### src/rtl/cg_iteration_sequencer.sv
// Iteration sequencer for the conjugate-gradient ALU datapath.
// Steps SAVE_R, MXV, VXV, ALPHA, UPDATE and CHECK once per iteration.
module cg_iteration_sequencer #(
  parameter int number_of_clusters        = 40,
  parameter int memory_read_address_width = 20,
  parameter int iter_width                = 16,
  parameter int timeout_cycles            = 65535
) (
  input  logic                                 clk,
  input  logic                                 reset,
  input  logic                                 go,
  input  logic                                 abort,
  input  logic [iter_width-1:0]                max_iterations,
  input  logic                                 converged,
  input  logic                                 mXv1_finish,
  input  logic                                 vXv1_finish,
  input  logic                                 finish_alpha,
  input  logic                                 finish_iteration,
  output logic                                 reset_mXv1,
  output logic                                 reset_vXv1,
  output logic                                 reset_iteration,
  output logic                                 memoryRprev_we,
  output logic [memory_read_address_width-1:0] memoryR_read_address,
  output logic [iter_width-1:0]                iteration_count,
  output logic                                 busy,
  output logic                                 done,
  output logic                                 timeout_err
);

  typedef enum logic [2:0] {
    IDLE, SAVE_R, MXV, VXV, ALPHA, UPDATE, CHECK, DONE
  } state_t;

  localparam int WW = $clog2(timeout_cycles + 1);
  localparam logic [memory_read_address_width-1:0] ALAST =
    memory_read_address_width'(number_of_clusters - 1);
  localparam logic [WW-1:0] WLAST = WW'(timeout_cycles - 1);
  localparam logic [iter_width-1:0] CMAX = '1;

  state_t                state;
  logic [iter_width-1:0] lim;
  logic [WW-1:0]         wcnt;
  logic [iter_width-1:0] next_count;
  logic                  expired;

  assign next_count = (iteration_count == CMAX) ?
                      iteration_count : iteration_count + 1'b1;
  assign expired    = (wcnt == WLAST);

  always_ff @(posedge clk) begin
    if (reset) begin
      state                <= IDLE;
      lim                  <= '0;
      wcnt                 <= '0;
      reset_mXv1           <= 1'b0;
      reset_vXv1           <= 1'b0;
      reset_iteration      <= 1'b0;
      memoryRprev_we       <= 1'b0;
      memoryR_read_address <= '0;
      iteration_count      <= '0;
      busy                 <= 1'b0;
      done                 <= 1'b0;
      timeout_err          <= 1'b0;
    end else begin
      reset_mXv1      <= 1'b0;
      reset_vXv1      <= 1'b0;
      reset_iteration <= 1'b0;
      done            <= 1'b0;
      if (state != IDLE && abort) begin
        state                <= IDLE;
        memoryRprev_we       <= 1'b0;
        memoryR_read_address <= '0;
        busy                 <= 1'b0;
        wcnt                 <= '0;
      end else begin
        unique case (state)
          IDLE: begin
            if (go) begin
              lim             <= max_iterations;
              iteration_count <= '0;
              timeout_err     <= 1'b0;
              busy            <= 1'b1;
              if (max_iterations == '0) begin
                state <= DONE;
                done  <= 1'b1;
              end else begin
                state                <= SAVE_R;
                memoryRprev_we       <= 1'b1;
                memoryR_read_address <= '0;
              end
            end
          end
          SAVE_R: begin
            if (memoryR_read_address == ALAST) begin
              state                <= MXV;
              memoryRprev_we       <= 1'b0;
              memoryR_read_address <= '0;
              reset_mXv1           <= 1'b1;
              wcnt                 <= '0;
            end else begin
              memoryR_read_address <= memoryR_read_address + 1'b1;
            end
          end
          // The strobe register doubles as the first-cycle mask.
          MXV: begin
            wcnt <= wcnt + 1'b1;
            if (!reset_mXv1 && mXv1_finish) begin
              state      <= VXV;
              reset_vXv1 <= 1'b1;
              wcnt       <= '0;
            end else if (expired) begin
              state       <= IDLE;
              busy        <= 1'b0;
              timeout_err <= 1'b1;
            end
          end
          VXV: begin
            wcnt <= wcnt + 1'b1;
            if (!reset_vXv1 && vXv1_finish) begin
              state           <= ALPHA;
              reset_iteration <= 1'b1;
              wcnt            <= '0;
            end else if (expired) begin
              state       <= IDLE;
              busy        <= 1'b0;
              timeout_err <= 1'b1;
            end
          end
          ALPHA: begin
            wcnt <= wcnt + 1'b1;
            if (!reset_iteration && finish_alpha) begin
              state <= UPDATE;
              wcnt  <= '0;
            end else if (expired) begin
              state       <= IDLE;
              busy        <= 1'b0;
              timeout_err <= 1'b1;
            end
          end
          UPDATE: begin
            wcnt <= wcnt + 1'b1;
            if (finish_iteration) begin
              state <= CHECK;
              wcnt  <= '0;
            end else if (expired) begin
              state       <= IDLE;
              busy        <= 1'b0;
              timeout_err <= 1'b1;
            end
          end
          CHECK: begin
            iteration_count <= next_count;
            if (next_count == lim || converged) begin
              state <= DONE;
              done  <= 1'b1;
            end else begin
              state                <= SAVE_R;
              memoryRprev_we       <= 1'b1;
              memoryR_read_address <= '0;
            end
          end
          DONE: begin
            state <= IDLE;
            busy  <= 1'b0;
          end
          default: begin
            state <= IDLE;
            busy  <= 1'b0;
          end
        endcase
      end
    end
  end

endmodule

### config.mk
export PLATFORM = sky130hd
export DESIGN_NAME = cg_iteration_sequencer
export DESIGN_NICKNAME = d
export VERILOG_FILES = /design/src/rtl/cg_iteration_sequencer.sv
export SDC_FILE = /design/constraint.sdc
export NUM_CORES = 1
export LEC_CHECK = 0
export BUFFER_PORTS_ARGS = -buffer_cell sky130_fd_sc_hd__buf_2
export CAP_MARGIN = 10
export CORE_ASPECT_RATIO = 1.4
export CORE_MARGIN = 4
export CORE_UTILIZATION = 40
export DETAILED_ROUTE_END_ITERATION = 8
export GPL_TIMING_DRIVEN = 1
export HOLD_SLACK_MARGIN = 0.05
export PLACE_DENSITY = 0.65
export SLEW_MARGIN = 20
export SYNTH_ARGS = -nofsm -noshare
export SYNTH_HDL_FRONTEND = slang
export SYNTH_SLANG_ARGS = --single-unit
### constraint.sdc
create_clock -name clk -period 6.3 [get_ports clk]
set_clock_uncertainty 0.2 [all_clocks]
set_input_delay 0.945 -clock clk [delete_from_list [all_inputs] [get_ports clk]]
set_output_delay 0.945 -clock clk [all_outputs]
set_load 0.02 [all_outputs]
Word-level counts from Yosys, hierarchy flattened. Index checks and enable logic that the tools add are counted.

Input bits: 25. Register bits after elaboration: 78. Word-level logic and storage cells: 116. Output and inout bits: 43.

Equal/unequal tests: 19. Reduce and logical (&&, ||, !) cells: 28. Muxes and demuxes: 50. $add $sub $neg: 3. Bitwise logic cells: 4.

Operators by type and width (number): 16-bit 2-to-1 mux (7); 20-bit 2-to-1 mux (4); 16-bit case mux with 5 select lines (1); 20-bit case mux with 3 select lines (1); 16-bit by 1-bit adder with 16-bit output, second input constant (2); 16-bit == test, second input constant (2); 16-bit case mux with 2 select lines (1); 3-bit 2-to-1 mux (9); 3-bit case mux with 8 select lines (1); 1-bit 2-to-1 mux (22); 20-bit by 1-bit adder with 20-bit output, second input constant (1); 20-bit by 6-bit == test with 1-bit output, second input constant (1); 16-bit == test (1); 16-bit zero test (1); 2-bit inequality test, second input constant (8); 3-bit == test, second input constant (4); 5-bit nonzero test (2); 3-bit OR reduction (3); 7-bit AND reduction (1); 3-bit by 2-bit == test with 1-bit output, second input constant (2); 1-bit case mux with 6 select lines (1); 3-bit AND reduction (2); 6-bit AND reduction (1); 3-bit nonzero test (2); other kinds (15) (24).

Longest topological paths before layout. Gate-level depths: netlist of run 1.

Word-level depth: 6. Gate-level depth with buffers: 13. Mapped depth without buffers: 10.

Worst setup path before layout of run 1. OpenSTA, ideal clock, no wires.

Path type: reg2reg. Start point: register iteration_count[0]. End point: register memoryR_read_address[1]. Period minus slack after synthesis: 3.399 ns. Path buffers: 3. Data arrival time: 3.085 ns. Setup time: 0.114 ns. Stages on the path, launching flop included: 14. Setup slack: 2.901 ns. Required time: 5.986 ns. Cell sequence: dfxtp_1 -> ha_1 -> nand4_1 -> or3_1 -> buf_2 -> or3b_1 -> o2111ai_1 -> nor4b_2 -> a311oi_4 -> or2_1 -> buf_6 -> buf_6 -> mux2i_1 -> nor2_1.

Longest elaborated chain between the ends: 6. Elaborated cells on any way between the ends: 7. Those cells by class: 1 x add/sub; 3 x eq/ne; 1 x mux; 2 x reduce/logical.

Ends and longest elaborated chain: from (decl) (RTL line 24) `output logic [iter_width-1:0] iteration_count,`; from (signal assigned) (RTL line 152) `iteration_count <= next_count;`; 16-bit by 1-bit adder with 16-bit output or 16-bit == test (tied branches) (RTL line 47, 46); 16-bit 2-to-1 mux * (RTL line 46) `assign next_count = (iteration_count == CMAX) ?`; 16-bit == test * (RTL line 153) `if (next_count == lim || converged) begin`; 1-bit logical OR * (RTL line 153); 2-bit inequality test (no line) *; 4-bit AND reduction (no line) *; to (signal assigned) (RTL line 101) `memoryR_read_address <= memoryR_read_address + 1'b1;`; to (decl) (RTL line 23) `output logic [memory_read_address_width-1:0] memoryR_read_address,`.

Every way passes the cells marked *; elsewhere a longest branch is shown, timed or not. A chain may end at the register's enable or synchronous reset.

Worst setup path after layout of run 1.
Start point: register iteration_count[1]. End point: register memoryR_read_address[19].

Same word-level chain as after synthesis.

==> results of run 1 <==
==> synth_stat cells, types with 2 or more instances <==
master,count
a211oi_1,5
a21o_1,6
a21oi_1,60
a22oi_1,4
a311oi_1,7
a31oi_1,8
a41oi_1,4
and2_1,7
and3_1,8
and4_1,2
buf_2,6
buf_6,4
clkbuf_1,24
dfxtp_1,78
ha_1,7
inv_1,9
nand2_1,77
nand2b_1,9
nand3_1,19
nand3_2,2
nand3b_1,3
nand4_1,15
nor2_1,69
nor2b_1,5
nor2b_2,2
nor3_1,17
nor3b_1,2
nor4_1,16
nor4b_1,4
o2111ai_1,4
o211ai_1,6
o21a_1,2
o21ai_0,32
o21bai_1,2
o22ai_1,4
o41ai_1,2
or2_2,6
or3_1,11
xnor2_1,15
xor2_1,17
==> state kept, by name, summed over array words and instances, names as in the netlist, 3 cells and up <==
name / cells
memoryR_read_address: 20
iteration_count: 16
lim: 16
wcnt: 16
state: 3
==> placed cells by master, fill, tap and decap left out, drive strengths merged, types with 7 or more instances in the layout <==
| master | n |
|---|---|
| and3 | 8 |
| inv | 10 |
| nand4 | 16 |
| xnor2 | 15 |
| or3 | 11 |
| nand2b | 9 |
| xor2 | 17 |
| ha | 7 |
| nor3 | 17 |
| nor2 | 69 |
| a311oi | 8 |
| buf | 68 |
| o21ai | 33 |
| clkbuf | 10 |
| nor2b | 7 |
| a21oi | 60 |
| or2 | 7 |
| nand2 | 77 |
| a31oi | 8 |
| nor4 | 18 |
| nand3 | 21 |
| dfxtp | 78 |
| and2 | 7 |
==> worst register-to-register path, cell delays in order (launching register included) <==
cell and delay (ns):
dfxtp_1 0.48, ha_1 0.34, nand4_1 0.24, nor4_2 0.80, nor4b_1 0.14, o31ai_1 0.40
a2111oi_4 0.11, o32ai_2 0.51, or2_1 0.57, a21o_1 0.40, nor2_1 0.09
==> layout make-up <==
class,instances,area share
multi-input cells,482,0.5404
clock buffers,10,0.04525
inverters,9,0.006397
flip-flops and latches,78,0.2957
repair buffers,68,0.06491
well taps,144,0.03412
clock inverters,6,0.01327
==> where the power goes <==
part	switching, mW	internal, mW	total, mW
combinational	0.323	0.164	0.487
sequential	0.0610	0.534	0.595
clock	0.218	0.320	0.538
total	0.603	1.02	1.62
==> metrics by stage <==
step / instances / total power, mW / area, um2 / setup WS, ns / utilization
global placement: 781 / 1.077 / 4967 / 2.192 / 0.4381
floorplan: 605 / 0.9860 / 4622 / 2.901 / -
detailed placement: 781 / 1.085 / 4967 / 1.997 / 0.4381
global route: 797 / 1.720 / 5281 / 1.520 / 0.4658
CTS: 797 / 1.624 / 5276 / 1.973 / 0.4654
finish: 797 / 1.620 / 5281 / 1.914 / 0.4658
==> logic make-up after synthesis <==
family	Yosys count	share of synthesized area
compound gates	158	0.2204
buf+inv	45	0.04575
flops	78	0.3378
xor+xnor	32	0.06064
fa+ha+maj	7	0.01895
simple gates	284	0.3143
mux	1	0.002166
==> path summary, 6_finish.rpt <==
path	from	to	cells after the start
setup reg to reg	iteration_count[1]	memoryR_read_address[19]	10
setup / recovery	iteration_count[1]	memoryR_read_address[19]	10
hold reg to reg	lim[10]	lim[10]	2
hold / removal	lim[10]	lim[10]	2
==> layer usage <==
layer,wire length [um],track usage
met1,5419,0.2364
met2,6560,0.3427
met3,591,0.03194
met4,423,0.09643
met5,0,0
==> results.sh, run 1 <==
export IMPL_vias=4635
export IMPL_clockBufferDepth=2
export IMPL_maxCapViolCount=0
export IMPL_multi_input_comb_area_um2=2854
export IMPL_die_area_um2=13360
export IMPL_clkTransAtPathRegs_ns=0.06
export IMPL_grt_max_degree=31
export IMPL_grt_util_all_layers=0.1980
export IMPL_routed_wl_um=12990
export IMPL_ir_drop_v=0.0001827
export IMPL_numPortBuffers=67
export IMPL_synth_top_cell_area_share=0.3378
export IMPL_fin_crit_sh=0.6962
export IMPL_tightest_slew_ns=0.9836
export IMPL_final_hold_viol_count=0
export IMPL_gp_congestion=0.9250
export IMPL_dieHeight_um=135.2
export IMPL_postCtsSetupBuffers=0
export IMPL_hold_buffers=0
export IMPL_critPathTopFamily="simple AND/OR/NAND/NOR gates"
export IMPL_reg2reg_slack_ns=1.91
export IMPL_cts_tree="yes"
export IMPL_start_kind="flop"
export IMPL_grt_pass1_wl_um=21520
export IMPL_critPathMaxStageDelay_ns=0.80
export IMPL_required_ns=6.32
export IMPL_drc=0
export IMPL_dr_pass1_iters=5
export IMPL_seqCellArea_um2=1562
export IMPL_netlist_area_um2=4622
export IMPL_syn_area_per_cell_um2=7.640
export IMPL_vias_per_cell=5.816
export IMPL_drive_gt1_frac=0.1608
export IMPL_clock_latency_ns=0.34
export IMPL_fin_hold_ws_ns=0.2756
export IMPL_power_density_nw_per_um2=306.8
export IMPL_synth_area_leaders="dfxtp_1, a21oi_1, nand2_1, nor2_1, o21ai_0"
export IMPL_endpoint_kind="flop"
export IMPL_crit_slowest_cell="nor4_2"
export IMPL_die_x_um=98.85
export IMPL_status="completed"
export IMPL_finalSetupViolCount=0
export IMPL_synth_cell_types=65
export IMPL_area_delta_synth_final_pct=14.27
export IMPL_io_pins=68
export IMPL_nNetsFinal=680
export IMPL_num_rows=46
export IMPL_worstPathArrival_ns=4.41
export IMPL_start_util=0.4076
export IMPL_ys_async_sr_fraction=0
export IMPL_hp_class="reg2reg"
export IMPL_dpl_hpwl_um=9705
export IMPL_syn_num_nets=637
export IMPL_path_buf_inv=0
export IMPL_coreArea_um2=11340
export IMPL_worstSetupPathType="reg2reg"
export IMPL_nFillCells=1132
export IMPL_ctsRootBufferMaster="clkbuf_16"
export IMPL_grt_antenna_before_repair=0
export IMPL_clock_fmax_mhz=228.0
export IMPL_cts_htree_levels=3
export IMPL_rsz0062_at_grt="false"
export IMPL_routedWlPerCell_um=16.30
export IMPL_grt_overflow=0
export IMPL_grt_pass1_vias=4495
export IMPL_ant_nets=0
export IMPL_cts_sinks=78
export IMPL_p_leak_nw=1.911
export IMPL_critPathMaxFanout=15
export IMPL_diodes=0
export IMPL_cts_resized=0
export IMPL_tns_ns=0
export IMPL_synth_edf_count=0
export IMPL_cts_buffers=9
export IMPL_synthCells=605
export IMPL_yosysWarnings=0
export IMPL_drv_slew=0
export IMPL_yosysTopAreaCell="dfxtp_1"
export IMPL_synth_seq_area_share=0.3378
export IMPL_final_min_clock_period_ns=4.386
export IMPL_cp_cell_sequence="ha_1, nand4_1, nor4_2, nor4b_1, o31ai_1, a2111oi_4, o32ai_2, or2_1, a21o_1, nor2_1"
export IMPL_synthFlopType="dfxtp_1"
export IMPL_slew_headroom=0.3388
export IMPL_synth_seq_cells=78
export IMPL_drt_initial_drc_count=256
Note: power is estimated with default switching activity, not from simulation.
==> inputs of run 2 (changes only) <==
--- a/config.mk
+++ b/config.mk
@@ -13,7 +13,7 @@
 export DETAILED_ROUTE_END_ITERATION = 8
 export GPL_TIMING_DRIVEN = 1
 export HOLD_SLACK_MARGIN = 0.05
-export PLACE_DENSITY = 0.65
+export PLACE_DENSITY = 0.68
 export SLEW_MARGIN = 20
 export SYNTH_ARGS = -nofsm -noshare
 export SYNTH_HDL_FRONTEND = slang
==> constraint.sdc (replaced) <==
create_clock -name clk -period 3.74 [get_ports clk]
set_clock_uncertainty 0.2 [all_clocks]
set_input_delay 0.561 -clock clk [delete_from_list [all_inputs] [get_ports clk]]
set_output_delay 0.561 -clock clk [all_outputs]
set_load 0.02 [all_outputs]
==> run 2 against run 1 <==
Against the previous run:
- via count grew 2.6%
- sequential power grew 68%
- die area is the same
- final cell count grew 2.8%
- register-to-register slack lost 1.6 ns
- first-iteration DRC count shrank 19%
- routed wire length grew 1.4%
- clock-buffer cell count grew 1
- sequential share of layout area shrank 0.86 points
==> results.sh, run 2 (synthesis results as in run 1) <==
export IMPL_dpl_hpwl_um=9903
export IMPL_critPathMaxStageDelay_ns=0.55
export IMPL_crit_slowest_cell="or4_4"
export IMPL_coreArea_um2=11340
export IMPL_final_hold_viol_count=0
export IMPL_mostFrequentLayoutCells="dfxtp_1, nand2_1, nor2_1"
export IMPL_power_density_nw_per_um2=500.2
export IMPL_vias=4755
export IMPL_worstSetupPathType="reg2reg"
export IMPL_fin_crit_sh=0.9100
export IMPL_cts_tree="yes"
export IMPL_required_ns=3.82
export IMPL_cts_htree_levels=3
export IMPL_ir_drop_v=0.0003194
export IMPL_cts_sinks=78
export IMPL_routedWlPerCell_um=16.09
export IMPL_clock_fmax_mhz=293.8
export IMPL_path_buf_inv=0
export IMPL_grt_max_degree=31
export IMPL_finalSetupViolCount=0
export IMPL_io_pins=68
export IMPL_drive_gt1_frac=0.1867
export IMPL_vias_per_cell=5.806
export IMPL_largest_reg_flops=20
export IMPL_status="completed"
export IMPL_cts_buffers=9
export IMPL_routed_wl_um=13180
export IMPL_drc=0
export IMPL_drv_slew=0
export IMPL_path_depth=10
export IMPL_whs_path_depth=3
export IMPL_final_min_clock_period_ns=3.403
export IMPL_grt_overflow=0
export IMPL_critPathMaxFanout=11
export IMPL_ant_nets=0
export IMPL_dr_wl_met3_um=870
export IMPL_clock_latency_ns=0.34
export IMPL_rr_worst_depth=10
export IMPL_drt_met1_wl_um=5247
export IMPL_nNetsFinal=703
export IMPL_slew_headroom=0.4597
export IMPL_tightest_slew_ns=0.8075
export IMPL_final_common_cell="dfxtp_1"
export IMPL_gp_congestion=0.9300
export IMPL_hold_buffers=0
export IMPL_critPathTopFamily="simple AND/OR/NAND/NOR gates"
export IMPL_dp_slack_ns=0.1901
export IMPL_start_util=0.4076
export IMPL_setup_slack_ns=0.3365
export IMPL_worstPathArrival_ns=3.48
export IMPL_diodes=0
export IMPL_die_area_um2=13360
export IMPL_start_kind="flop"
export IMPL_nFillCells=1152
export IMPL_p_leak_nw=2.034
export IMPL_cp_cell_sequence="ha_1, nand4_1, or4_4, a21oi_1, o31ai_1, a2111oi_4, o32ai_4, or2_4, a21o_1, nor2_1"
export IMPL_grt_pass1_wl_um=21600
export IMPL_grt_util_all_layers=0.1983
export IMPL_maxCapViolCount=0
export IMPL_dieHeight_um=135.2
export IMPL_endpoint_kind="flop"
export IMPL_highest_layer="met4"
export IMPL_top_register="memoryR_read_address"
export IMPL_ctsRootBufferMaster="clkbuf_16"
export IMPL_wl_met2_um=6776
export IMPL_area_delta_synth_final_pct=17.70
export IMPL_num_rows=46
export IMPL_fin_hold_ws_ns=0.2629
export IMPL_dr_pass1_iters=5
export IMPL_grt_pass1_vias=4470
export IMPL_grt_antenna_before_repair=0
export IMPL_die_x_um=98.85
export IMPL_drt_initial_drc_count=208
export IMPL_postCtsSetupBuffers=0
export IMPL_clkTransAtPathRegs_ns=0.06
export IMPL_numPortBuffers=67
export IMPL_rsz0062_at_grt="false"
export IMPL_tns_ns=0
export IMPL_clockBufferDepth=2
export IMPL_hp_class="in2reg"
[run 2: changes by cell type in the layout (fill, tap and decap cells not counted), sizes merged]
cell      before  now
buf           68   91
clkinvlp       3    0
clkinv         1    3
clkbuf        10   11
inv           10    9
[run 2: repair_timing]
item                       CTS  global route
setup endpoints to repair    0            12
gates resized for setup      0             2
hold endpoints to repair     0             0
[run 2: cell type report]
type / instances / area [um2] / share of cell area
clock inverter: 4 / 48.80 / 0.008970
multi-input combinational: 482 / 2868 / 0.5271
tap: 144 / 180.2 / 0.03312
sequential: 78 / 1562 / 0.2870
inverter: 9 / 33.78 / 0.006210
clock buffer: 11 / 232.7 / 0.04278
timing repair buffer: 91 / 515.5 / 0.09476
[run 2: path summary, 6_finish.rpt]
| path | slack, ns | to | startpoint |
|---|---|---|---|
| setup / recovery | 0.34 | memoryR_read_address[16] | iteration_count[1] |
| hold / removal | 0.26 | lim[13] | max_iterations[13] |
| setup reg to reg | 0.34 | memoryR_read_address[16] | iteration_count[1] |
| hold reg to reg | 0.27 | lim[11] | lim[11] |
[run 2: stage by stage]
| step | cells | util | instance area, um2 | power (mW) |
|---|---|---|---|---|
| floorplan | 605 | - | 4622 | 1.661 |
| global placement | 804 | 0.4533 | 5140 | 1.843 |
| detailed placement | 804 | 0.4533 | 5140 | 1.859 |
| CTS | 819 | 0.4782 | 5421 | 2.715 |
| global route | 819 | 0.4798 | 5440 | 2.864 |
| finish | 819 | 0.4798 | 5440 | 2.721 |
[run 2: per-layer routing]
metal  track usage  vias up
li1              -     2322
met1        0.2330     2255
met2        0.3576      157
met3       0.02988       21
met4       0.07973        0
met5             0        -
[run 2: tightest hold or removal path, cell delays in order]
cell     delay (ns)
buf_2          0.10
nand2_1        0.05
a21oi_1        0.05
[run 2: power breakdown]
group / switching [mW] / total [mW] / internal [mW]
clock network: 0.345 / 0.857 / 0.512
logic: 0.557 / 0.868 / 0.311
registers: 0.0970 / 0.997 / 0.900
==> inputs of run 3 (changes only) <==
--- a/config.mk
+++ b/config.mk
@@ -5,14 +5,16 @@
 export SDC_FILE = /design/constraint.sdc
 export NUM_CORES = 1
 export LEC_CHECK = 0
-export BUFFER_PORTS_ARGS = -buffer_cell sky130_fd_sc_hd__buf_2
+export BUFFER_PORTS_ARGS = -buffer_cell sky130_fd_sc_hd__buf_4
 export CAP_MARGIN = 10
 export CORE_ASPECT_RATIO = 1.4
 export CORE_MARGIN = 4
 export CORE_UTILIZATION = 40
+export CTS_BUF_LIST = sky130_fd_sc_hd__clkbuf_16
 export DETAILED_ROUTE_END_ITERATION = 8
 export GPL_TIMING_DRIVEN = 1
 export HOLD_SLACK_MARGIN = 0.05
+export MAX_ROUTING_LAYER = met4
 export PLACE_DENSITY = 0.68
 export SLEW_MARGIN = 20
 export SYNTH_ARGS = -nofsm -noshare
==> run 3 against run 2 <==
Against the previous run:
- power rose by 4.1%
- register-to-register slack got worse by 0.07 ns
- combinational power rose by 1%
- sequential power barely moved
- clock-buffer cell count fell by 2
- clock power rose by 11%
==> results.sh, run 3 (synthesis results as in run 1) <==
export IMPL_status="completed"
export IMPL_hold_buffers=0
export IMPL_drive_gt1_frac=0.1884
export IMPL_num_rows=46
export IMPL_clock_fmax_mhz=287.7
export IMPL_cts_sinks=78
export IMPL_maxCapViolCount=0
export IMPL_setup_slack_ns=0.2637
export IMPL_hp_class="reg2reg"
export IMPL_critPathMaxFanout=9
export IMPL_numPortBuffers=67
export IMPL_die_area_um2=13360
export IMPL_cts_resized=0
export IMPL_largest_reg_flops=20
export IMPL_drc=0
export IMPL_drv_slew=0
export IMPL_highest_layer="met4"
export IMPL_p_leak_nw=2.055
export IMPL_dp_slack_ns=0.2107
export IMPL_ir_drop_v=0.0002633
export IMPL_ctsRootBufferMaster="clkbuf_16"
export IMPL_start_kind="flop"
export IMPL_top_register="memoryR_read_address"
export IMPL_rr_worst_depth=11
export IMPL_rsz0062_at_grt="false"
export IMPL_clock_latency_ns=0.34
export IMPL_fin_hold_ws_ns=0.2683
export IMPL_required_ns=3.76
export IMPL_dr_wl_met3_um=825
export IMPL_endpoint_kind="flop"
export IMPL_nFillCells=1079
export IMPL_routedWlPerCell_um=16.50
export IMPL_drt_met1_wl_um=5334
export IMPL_tightest_slew_ns=0.7747
export IMPL_power_density_nw_per_um2=502.7
export IMPL_clkTransAtPathRegs_ns=0.06
export IMPL_tns_ns=0
export IMPL_drt_initial_drc_count=275
export IMPL_r2r_start="iteration_count[0]"
export IMPL_grt_antenna_before_repair=0
export IMPL_area_delta_synth_final_pct=21.90
export IMPL_final_min_clock_period_ns=3.476
export IMPL_routed_wl_um=13500
export IMPL_nNetsFinal=701
export IMPL_vias=4798
export IMPL_io_pins=68
export IMPL_r2r_end="memoryR_read_address[1]"
export IMPL_dpl_hpwl_um=10100
export IMPL_cts_buffers=9
export IMPL_slew_headroom=0.4816
export IMPL_mostFrequentLayoutCells="buf_4, nand2_1, dfxtp_1"
export IMPL_reg2reg_slack_ns=0.26
export IMPL_grt_pass1_vias=4523
export IMPL_worstSetupPathType="reg2reg"
export IMPL_finalSetupViolCount=0
export IMPL_final_common_cell="buf_4"
export IMPL_postCtsSetupBuffers=0
export IMPL_cts_htree_levels=3
export IMPL_final_hold_viol_count=0
export IMPL_start_util=0.4076
export IMPL_cts_tree="yes"
export IMPL_grt_pass1_wl_um=22050
export IMPL_grt_overflow=0
export IMPL_dr_pass1_iters=5
export IMPL_startpoint="iteration_count[0]"
export IMPL_die_x_um=98.85
export IMPL_dieHeight_um=135.2
export IMPL_min_from="lim[5]"
export IMPL_clockBufferDepth=2
export IMPL_grt_max_degree=31
export IMPL_vias_per_cell=5.866
export IMPL_cp_endpoint="memoryR_read_address[1]"
export IMPL_fin_total_pwr_mw=2.832
export IMPL_wl_met2_um=6963
export IMPL_fin_crit_sh=0.9295
export IMPL_diodes=0
export IMPL_coreArea_um2=11340
export IMPL_grt_util_all_layers=0.2081
export IMPL_gp_congestion=0.9893
export IMPL_worstPathArrival_ns=3.50
export IMPL_ant_nets=0
-- run 3: cell count changes in the layout (fill, tap and decap cells not counted), sizes merged --
cell	change
inv	+1
clkbuf	-2
clkinvlp	+1
buf	-2
bufinv	+1
-- run 3: cell type report --
cell class	instances	area, um2	share of cell area
multi-input cells	482	2865	0.5086
flip-flops and latches	78	1564	0.2776
clock inverters	7	97.59	0.01732
well taps	144	180.2	0.03198
inverters	9	33.78	0.005996
repair buffers	89	668.1	0.1186
clock buffers	9	225.2	0.03997
-- run 3: critical path, stage by stage (launching register included) --
cell and delay [ns]:
dfxtp_2 0.42, ha_1 0.22, nand4_1 0.23, or3_1 0.51, or3b_1 0.41, o2111ai_1 0.14, nor4b_2 0.13, a311oi_4 0.33
or2_1 0.30, buf_4 0.22, mux2i_1 0.19, nor2_1 0.05
-- run 3: power breakdown --
part           leakage, nW  switching (mW)  internal (mW)
Clock                0.154           0.364          0.587
Combinational         1.27           0.561          0.320
Sequential           0.633           0.101          0.900
Total                 2.05            1.03           1.81
-- run 3: routing by layer --
| layer | GRT usage | vias to the layer above |
|---|---|---|
| met2 | 0.3569 | 185 |
| met5 | - | - |
| met3 | 0.03194 | 30 |
| met4 | 0.09036 | 0 |
| met1 | 0.2398 | 2259 |
| li1 | - | 2324 |
-- run 3: stage by stage --
step                      instances  area [um2]    util
after floorplan                 605        4622       -
after global placement          802        5293  0.4668
after detailed placement        802        5293  0.4668
after CTS                       818        5615  0.4953
after global routing            818        5634  0.4969
final                           818        5634  0.4969
-- run 3: how the worst min path moves through the flow --
stage	to	slack, ns	cells after the start
floorplan	lim[6]	0.25	2
global placement	lim[11]	0.26	2
detailed placement	lim[10]	0.26	2
CTS	lim[6]	0.26	3
global route	lim[4]	0.27	3
finish	lim[5]	0.27	2
